===== src/rtl/reg_read_hazard_ctrl_if.sv =====
// ID-stage operand-read handshake between the pipeline and the register read hazard controller.
// Optional HAZ_WB_BYPASS_EN adds the bypass_sel operand-select return path.
interface reg_read_hazard_ctrl_if #(
    parameter int NREG    = 4,
    parameter int STALL_W = 16
);
    localparam int IDX_W = $clog2(NREG);

    logic               id_valid;
    logic [IDX_W-1:0]   id_rs1;
    logic               id_use_rs1;
    logic [IDX_W-1:0]   id_rs2;
    logic               id_use_rs2;
    logic [IDX_W-1:0]   id_rd;
    logic               id_wr_rd;
    logic               flush;
    logic               wb_we;
    logic [IDX_W-1:0]   wb_rd;
    logic               stall;
    logic               issue;
    logic               bubble;
    logic [NREG-1:0]    pend_mask;
    logic [STALL_W-1:0] stall_cnt;
    logic               err;
`ifdef HAZ_WB_BYPASS_EN
    logic [1:0]         bypass_sel;
`endif

    modport master (
        output id_valid, id_rs1, id_use_rs1, id_rs2, id_use_rs2,
        output id_rd, id_wr_rd, flush, wb_we, wb_rd,
        input  stall, issue, bubble, pend_mask, stall_cnt, err
`ifdef HAZ_WB_BYPASS_EN
        , input bypass_sel
`endif
    );

    modport slave (
        input  id_valid, id_rs1, id_use_rs1, id_rs2, id_use_rs2,
        input  id_rd, id_wr_rd, flush, wb_we, wb_rd,
        output stall, issue, bubble, pend_mask, stall_cnt, err
`ifdef HAZ_WB_BYPASS_EN
        , output bypass_sel
`endif
    );
endinterface


===== src/rtl/reg_read_hazard_ctrl.sv =====
// Scoreboard-based read hazard controller for the 4x8 register file at the ID stage.
// Define HAZ_WB_BYPASS_EN to let a source waiting on its last in-flight write issue in the writeback cycle.
module reg_read_hazard_ctrl #(
    parameter int NREG    = 4,
    parameter int PEND_W  = 2,
    parameter int STALL_W = 16
) (
    input  logic                   clk,
    input  logic                   rst,
    reg_read_hazard_ctrl_if.slave  bus
);
    localparam int IDX_W = $clog2(NREG);
    localparam logic [PEND_W-1:0]  PEND_ZERO  = {PEND_W{1'b0}};
    localparam logic [PEND_W-1:0]  PEND_ONE   = {{(PEND_W-1){1'b0}}, 1'b1};
    localparam logic [PEND_W-1:0]  PEND_MAX   = {PEND_W{1'b1}};
    localparam logic [STALL_W-1:0] STALL_ZERO = {STALL_W{1'b0}};
    localparam logic [STALL_W-1:0] STALL_ONE  = {{(STALL_W-1){1'b0}}, 1'b1};
    localparam logic [STALL_W-1:0] STALL_MAX  = {STALL_W{1'b1}};

    logic [PEND_W-1:0]  pending_r     [NREG];
    logic [PEND_W-1:0]  pending_nxt_s [NREG];
    logic [NREG-1:0]    pend_mask_r;
    logic [NREG-1:0]    pend_mask_nxt_s;
    logic [STALL_W-1:0] stall_cnt_r;
    logic               err_r;
    logic               err_set_s;

    logic [PEND_W-1:0]  pend_rs1_s;
    logic [PEND_W-1:0]  pend_rs2_s;
    logic [PEND_W-1:0]  pend_rd_s;
    logic               byp1_s;
    logic               byp2_s;
    logic               raw1_s;
    logic               raw2_s;
    logic               full_s;
    logic               stall_s;
    logic               issue_s;
    logic               bubble_s;
    logic [NREG-1:0]    inc_s;
    logic [NREG-1:0]    dec_s;

    // Scoreboard lookup for the three operand indices of the ID instruction.
    always_comb begin
        pend_rs1_s = pending_r[bus.id_rs1];
        pend_rs2_s = pending_r[bus.id_rs2];
        pend_rd_s  = pending_r[bus.id_rd];
    end

`ifdef HAZ_WB_BYPASS_EN
    // A source is forwardable only when the write retiring now is its last outstanding one.
    always_comb begin
        byp1_s = bus.id_use_rs1 & bus.wb_we & (bus.wb_rd == bus.id_rs1) & (pend_rs1_s == PEND_ONE);
        byp2_s = bus.id_use_rs2 & bus.wb_we & (bus.wb_rd == bus.id_rs2) & (pend_rs2_s == PEND_ONE);
    end

    // Operand select only means something for an instruction that actually issues.
    always_comb begin
        bus.bypass_sel = {byp2_s, byp1_s} & {2{issue_s}};
    end
`else
    // Without forwarding no hazard is ever waived.
    always_comb begin
        byp1_s = 1'b0;
        byp2_s = 1'b0;
    end
`endif

    // Hazard evaluation and issue/stall/bubble decision.
    always_comb begin
        raw1_s   = bus.id_use_rs1 & (pend_rs1_s != PEND_ZERO) & ~byp1_s;
        raw2_s   = bus.id_use_rs2 & (pend_rs2_s != PEND_ZERO) & ~byp2_s;
        // A full destination counter must not take another writer.
        full_s   = bus.id_wr_rd & (pend_rd_s == PEND_MAX);
        stall_s  = bus.id_valid & ~bus.flush & (raw1_s | raw2_s | full_s);
        issue_s  = bus.id_valid & ~bus.flush & ~stall_s;
        bubble_s = (bus.id_valid & ~issue_s) | bus.flush;
    end

    // Per-register increment (issued writer) and decrement (writeback) strobes.
    always_comb begin
        inc_s = {NREG{1'b0}};
        dec_s = {NREG{1'b0}};
        for (int i = 0; i < NREG; i++) begin
            inc_s[i] = issue_s & bus.id_wr_rd & (bus.id_rd == IDX_W'(i));
            dec_s[i] = bus.wb_we & (bus.wb_rd == IDX_W'(i));
        end
    end

    // Next scoreboard state; out-of-range updates saturate and raise the error flag.
    always_comb begin
        err_set_s       = 1'b0;
        pend_mask_nxt_s = {NREG{1'b0}};
        for (int i = 0; i < NREG; i++) begin
            pending_nxt_s[i] = pending_r[i];
            case ({inc_s[i], dec_s[i]})
                2'b10: begin
                    if (pending_r[i] == PEND_MAX) begin
                        pending_nxt_s[i] = PEND_MAX;
                        err_set_s        = 1'b1;
                    end else begin
                        pending_nxt_s[i] = pending_r[i] + PEND_ONE;
                    end
                end
                2'b01: begin
                    if (pending_r[i] == PEND_ZERO) begin
                        pending_nxt_s[i] = PEND_ZERO;
                        err_set_s        = 1'b1;
                    end else begin
                        pending_nxt_s[i] = pending_r[i] - PEND_ONE;
                    end
                end
                default: begin
                    pending_nxt_s[i] = pending_r[i];
                end
            endcase
            pend_mask_nxt_s[i] = (pending_nxt_s[i] != PEND_ZERO);
        end
    end

    // Scoreboard counters and their registered non-zero view.
    always_ff @(posedge clk) begin
        if (!rst) begin
            for (int i = 0; i < NREG; i++) begin
                pending_r[i] <= PEND_ZERO;
            end
            pend_mask_r <= {NREG{1'b0}};
        end else begin
            for (int i = 0; i < NREG; i++) begin
                pending_r[i] <= pending_nxt_s[i];
            end
            pend_mask_r <= pend_mask_nxt_s;
        end
    end

    // Saturating stall-cycle counter.
    always_ff @(posedge clk) begin
        if (!rst) begin
            stall_cnt_r <= STALL_ZERO;
        end else if (stall_s && (stall_cnt_r != STALL_MAX)) begin
            stall_cnt_r <= stall_cnt_r + STALL_ONE;
        end else begin
            stall_cnt_r <= stall_cnt_r;
        end
    end

    // Sticky scoreboard error, cleared only by reset.
    always_ff @(posedge clk) begin
        if (!rst) begin
            err_r <= 1'b0;
        end else begin
            err_r <= err_r | err_set_s;
        end
    end

    assign bus.stall     = stall_s;
    assign bus.issue     = issue_s;
    assign bus.bubble    = bubble_s;
    assign bus.pend_mask = pend_mask_r;
    assign bus.stall_cnt = stall_cnt_r;
    assign bus.err       = err_r;
endmodule


===== src/flat_wrapper.sv =====
// flat-port wrapper written by rule: the top's interface ports become plain ports
module reg_read_hazard_ctrl_flat 
#(
    parameter int NREG    = 4,
    parameter int PEND_W  = 2,
    parameter int STALL_W = 16
)
  (clk, rst, bus_id_valid, bus_id_rs1, bus_id_use_rs1, bus_id_rs2, bus_id_use_rs2, bus_id_rd, bus_id_wr_rd, bus_flush, bus_wb_we, bus_wb_rd, bus_stall, bus_issue, bus_bubble, bus_pend_mask, bus_stall_cnt, bus_err);
  reg_read_hazard_ctrl_if #(.NREG(NREG), .STALL_W(STALL_W)) bus_i ();
  input  logic clk;
  input  logic rst;
  input wire logic [$bits(bus_i.id_valid)-1:0] bus_id_valid;
  input wire logic [$bits(bus_i.id_rs1)-1:0] bus_id_rs1;
  input wire logic [$bits(bus_i.id_use_rs1)-1:0] bus_id_use_rs1;
  input wire logic [$bits(bus_i.id_rs2)-1:0] bus_id_rs2;
  input wire logic [$bits(bus_i.id_use_rs2)-1:0] bus_id_use_rs2;
  input wire logic [$bits(bus_i.id_rd)-1:0] bus_id_rd;
  input wire logic [$bits(bus_i.id_wr_rd)-1:0] bus_id_wr_rd;
  input wire logic [$bits(bus_i.flush)-1:0] bus_flush;
  input wire logic [$bits(bus_i.wb_we)-1:0] bus_wb_we;
  input wire logic [$bits(bus_i.wb_rd)-1:0] bus_wb_rd;
  output wire logic [$bits(bus_i.stall)-1:0] bus_stall;
  output wire logic [$bits(bus_i.issue)-1:0] bus_issue;
  output wire logic [$bits(bus_i.bubble)-1:0] bus_bubble;
  output wire logic [$bits(bus_i.pend_mask)-1:0] bus_pend_mask;
  output wire logic [$bits(bus_i.stall_cnt)-1:0] bus_stall_cnt;
  output wire logic [$bits(bus_i.err)-1:0] bus_err;
  assign bus_i.id_valid = bus_id_valid;
  assign bus_i.id_rs1 = bus_id_rs1;
  assign bus_i.id_use_rs1 = bus_id_use_rs1;
  assign bus_i.id_rs2 = bus_id_rs2;
  assign bus_i.id_use_rs2 = bus_id_use_rs2;
  assign bus_i.id_rd = bus_id_rd;
  assign bus_i.id_wr_rd = bus_id_wr_rd;
  assign bus_i.flush = bus_flush;
  assign bus_i.wb_we = bus_wb_we;
  assign bus_i.wb_rd = bus_wb_rd;
  assign bus_stall = bus_i.stall;
  assign bus_issue = bus_i.issue;
  assign bus_bubble = bus_i.bubble;
  assign bus_pend_mask = bus_i.pend_mask;
  assign bus_stall_cnt = bus_i.stall_cnt;
  assign bus_err = bus_i.err;
  reg_read_hazard_ctrl #(.NREG(NREG), .PEND_W(PEND_W), .STALL_W(STALL_W)) u_core (.clk(clk), .rst(rst), .bus(bus_i));
endmodule

===== config.mk =====
export PLATFORM = sky130hd
export DESIGN_NAME = reg_read_hazard_ctrl_flat
export DESIGN_NICKNAME = d
export VERILOG_FILES = /design/src/rtl/reg_read_hazard_ctrl_if.sv /design/src/rtl/reg_read_hazard_ctrl.sv /design/src/flat_wrapper.sv
export SDC_FILE = /design/constraint.sdc
export NUM_CORES = 1
export LEC_CHECK = 0
export ABC_AREA = 1
export CORE_MARGIN = 2
export CORE_UTILIZATION = 25
export CTS_CLUSTER_SIZE = 25
export DETAILED_ROUTE_END_ITERATION = 16
export DONT_BUFFER_PORTS = 1
export PLACE_DENSITY = 0.37
export SYNTH_ARGS = -nofsm -noshare
export SYNTH_HDL_FRONTEND = slang
export SYNTH_SLANG_ARGS = --single-unit

===== constraint.sdc =====
create_clock -name clk -period 3.7 [get_ports clk]
set_clock_uncertainty 0.15 [all_clocks]
set_input_delay 1.11 -clock clk [delete_from_list [all_inputs] [get_ports clk]]
set_output_delay 1.11 -clock clk [all_outputs]
set_load 0.01 [all_outputs]

==> results of run 1 <==
-- area by class of cell --
cell class	instances	area, um2	share of cell area
flip-flops and latches	29	581	0.248
multi-input cells	239	1310	0.559
clock inverters	1	5.00	0.00214
repair buffers	2	15.0	0.00642
inverters	54	203	0.0866
clock buffers	7	96.3	0.0412
well taps	105	131	0.0561
-- registers in the layout, indices dropped and copies added, names as in the netlist --
register and count:
u_core.bus.err 1, u_core.bus.pend_mask 4, u_core.bus.stall_cnt 16, u_core.pending_r 8
-- power breakdown --
group	switching [mW]	leakage [nW]	internal (mW)	total [mW]
clock network	0.130	0.0542	0.168	0.298
registers	0.00272	0.234	0.314	0.317
logic	0.0356	0.724	0.0143	0.0500
total	0.168	1.01	0.496	0.664
-- Yosys cell counts (3+ instances only) --
cell	number	area, um2
nand2_1	96	360
inv_1	53	199
dfxtp_1	29	581
nor2_1	27	101
o21ai_0	21	105
nand4_1	18	113
nand3_1	15	75.1
ha_1	9	113
nand2_2	9	56.3
a21oi_2	8	70.1
nor3_1	7	35.0
a21oi_1	6	30.0
xor2_1	6	52.6
nor3_4	3	48.8
o31ai_1	3	22.5
-- worst max-delay path, stage by stage --
cell      delay [ns]
inv_1           0.05
nand2_1         0.06
nand2_1         0.04
nand2_1         0.05
nand2_1         0.05
nand3_1         0.14
nand3_4         0.12
nor3_4          0.26
o21bai_1        0.16
-- through the flow --
| step | std cells | hold WS (ns) | power, mW | setup WS [ns] | util |
|---|---|---|---|---|---|
| 3_5_place_dp | 429 | 0.390 | 0.375 | 0.392 | 0.271 |
| 6_report | 437 | 0.396 | 0.664 | 0.409 | 0.283 |
| 4_1_cts | 437 | 0.399 | 0.678 | 0.389 | 0.283 |
| 3_3_place_gp | 429 | 0.385 | 0.375 | 0.428 | 0.271 |
| 5_1_grt | 437 | 0.431 | 0.696 | 0.247 | 0.283 |
| 2_1_floorplan | 329 | 0.351 | 0.365 | 0.373 | - |
-- kinds of logic (layout without fill, tap and decap cells) --
group / count (synthesis) / count (layout) / synth area share
simple gates: 179 / 179 / 0.399
flops: 29 / 29 / 0.271
mux: 2 / 2 / 0.00935
compound gates: 42 / 42 / 0.122
xor+xnor: 7 / 7 / 0.0286
fa+ha+maj: 9 / 9 / 0.0526
buf+inv: 61 / 64 / 0.117
-- per-layer routing --
layer | GRT usage | up-vias | routed length [um]
met2 | 0.249 | 32 | 3030
met1 | 0.165 | 895 | 2680
met3 | 0.0341 | 5 | 269
met5 | 0 | - | 0
met4 | 0.0423 | 0 | 66
li1 | - | 1067 | -
-- cells in the final DEF, fill, tap and decap left out --
| cell type | count |
|---|---|
| nand3_1 | 15 |
| a21oi_1 | 6 |
| nand4_4 | 1 |
| o2111ai_1 | 2 |
| clkbuf_8 | 7 |
| o21bai_1 | 1 |
| nand2_1 | 96 |
| nor3_1 | 7 |
| xnor2_1 | 1 |
| xor2_1 | 6 |
| dfxtp_1 | 29 |
| buf_4 | 2 |
| clkinv_1 | 1 |
| a21oi_2 | 8 |
| o21ai_0 | 21 |
| o31ai_1 | 3 |
| a41oi_1 | 1 |
| ha_1 | 9 |
| nand3_4 | 2 |
| nand4_1 | 18 |
| nand3b_1 | 1 |
| inv_1 | 53 |
| nor2_1 | 27 |
| nor3_4 | 3 |
| mux2i_1 | 2 |
| clkinv_2 | 1 |
| nand2_2 | 9 |
-- path summary, 6_finish.rpt --
check / depth (start not counted) / slack [ns] / from / end
worst max-delay path: 9 / 0.41 / bus_id_rd[0] / bus_bubble
worst min-delay path: 2 / 0.40 / u_core.bus.stall_cnt[8] / u_core.bus.stall_cnt[8]
worst max register to register: 15 / 1.08 / u_core.pending_r[0][1] / u_core.bus.err
worst min register to register: 2 / 0.40 / u_core.bus.stall_cnt[8] / u_core.bus.stall_cnt[8]
==> results.md, run 1 <==
- YS warnings: 0
- Grt total ovfl: 0
- Syn avg cell area: 6.51 um2
- Fillers: 947
- Unrepaired setup endpoints after global routing: false
- Core Box Area: 8260 um2
- Least-Margin Pin Slew: 0.702 ns
- Worst Path Required: 2.44 ns
- GRT Overall Usage: 0.140
- Critical path startpoint category: primary input
- Clk slew on worst S/H paths: 0.06 ns
- # clock sinks: 29
- Endpoints failing hold: 0
- DR WL/cell: 13.8 um
- Synthesized area: 2140 um2
- Critical path endpoint category: primary output
- Area grow syn2layout: 9.29%
- Fin area: 2340 um2
- Antenna-violating nets left: 0
- NumNets Final: 356
- Via count: 1999
- Largest net degree at the start of global routing: 20
- Main flop type after synthesis: dfxtp_1
- Period utilisation layout: 0.890
- Outcome: finished clean
- Hpwl dp: 4640 um
- Number of synthesized flops with an enable pin: 0
- Share of cells above drive strength 1: 0.0994
- Post-synthesis sequential area ratio: 0.271
- H-tree levels: 2
- Row cnt: 33
- Die Area: 9320 um2
- Top Ports: 40
- Crit Path Class: in2out
- TritonCTS clock tree: yes
- Total CTS buffers: 5
- Critical Path Fanout Max: 11
- Final TNS setup: 0 ns
- Worst IR drop on VDD: 125 uV
- Clock Latency Late Sink: 0.28 ns
- Drt pass-1 iters: 4
- Vias in the first global route: 2029
- Hold_buf cts: 0
- Critical path data arrival time: 2.03 ns
- Final critical-path required period: 3.29 ns
- Root buf cell: clkbuf_8
- Post-CTS Setup Bufs: 0
- Vias per inst: 4.57
- RePlAce Congestion: 0.801
- Antenna violations before repair: 0
- PwrDens: 284 nW/um2
- Drc violations: 0
- Post-CTS sizing: 0
- Final Max Tran Viols: 0
- Cell Area, Placed: 2240 um2
- Post-synth cell types: 29
- Worst Hold Class: reg2reg
- Synth Instances: 329
- Syn Nets: 354
- Static Leak: 1.01 nW
- Die Span Y: 96.5 um
- Final setup viols: 0
- Total wire length: 6050 um
- Antenna cells: 0
- CTS Buffer Depth: 2
- #FFs+latches synth: 29
- FMAX: 304 MHz
- First-pass GRT wire length: 9940 um
- Die X-Extent: 96.5 um
- PortBufs: 0
- Max-cap violations: 0
- Initial Utilization: 0.259
- Relative slew margins: 0.529
- Iteration-0 DRC Markers: 48
- Post-synth ARST share: 0
(Power assumes the default switching activity.)
==> run 2: changes to the inputs <==
--- a/config.mk
+++ b/config.mk
@@ -11,6 +11,7 @@
 export CTS_CLUSTER_SIZE = 25
 export DETAILED_ROUTE_END_ITERATION = 16
 export DONT_BUFFER_PORTS = 1
+export GPL_ROUTABILITY_DRIVEN = 1
 export PLACE_DENSITY = 0.37
 export SYNTH_ARGS = -nofsm -noshare
 export SYNTH_HDL_FRONTEND = slang
==> results of run 2 <==
The final DEF is identical to that of run 1; final timing and power are the same.
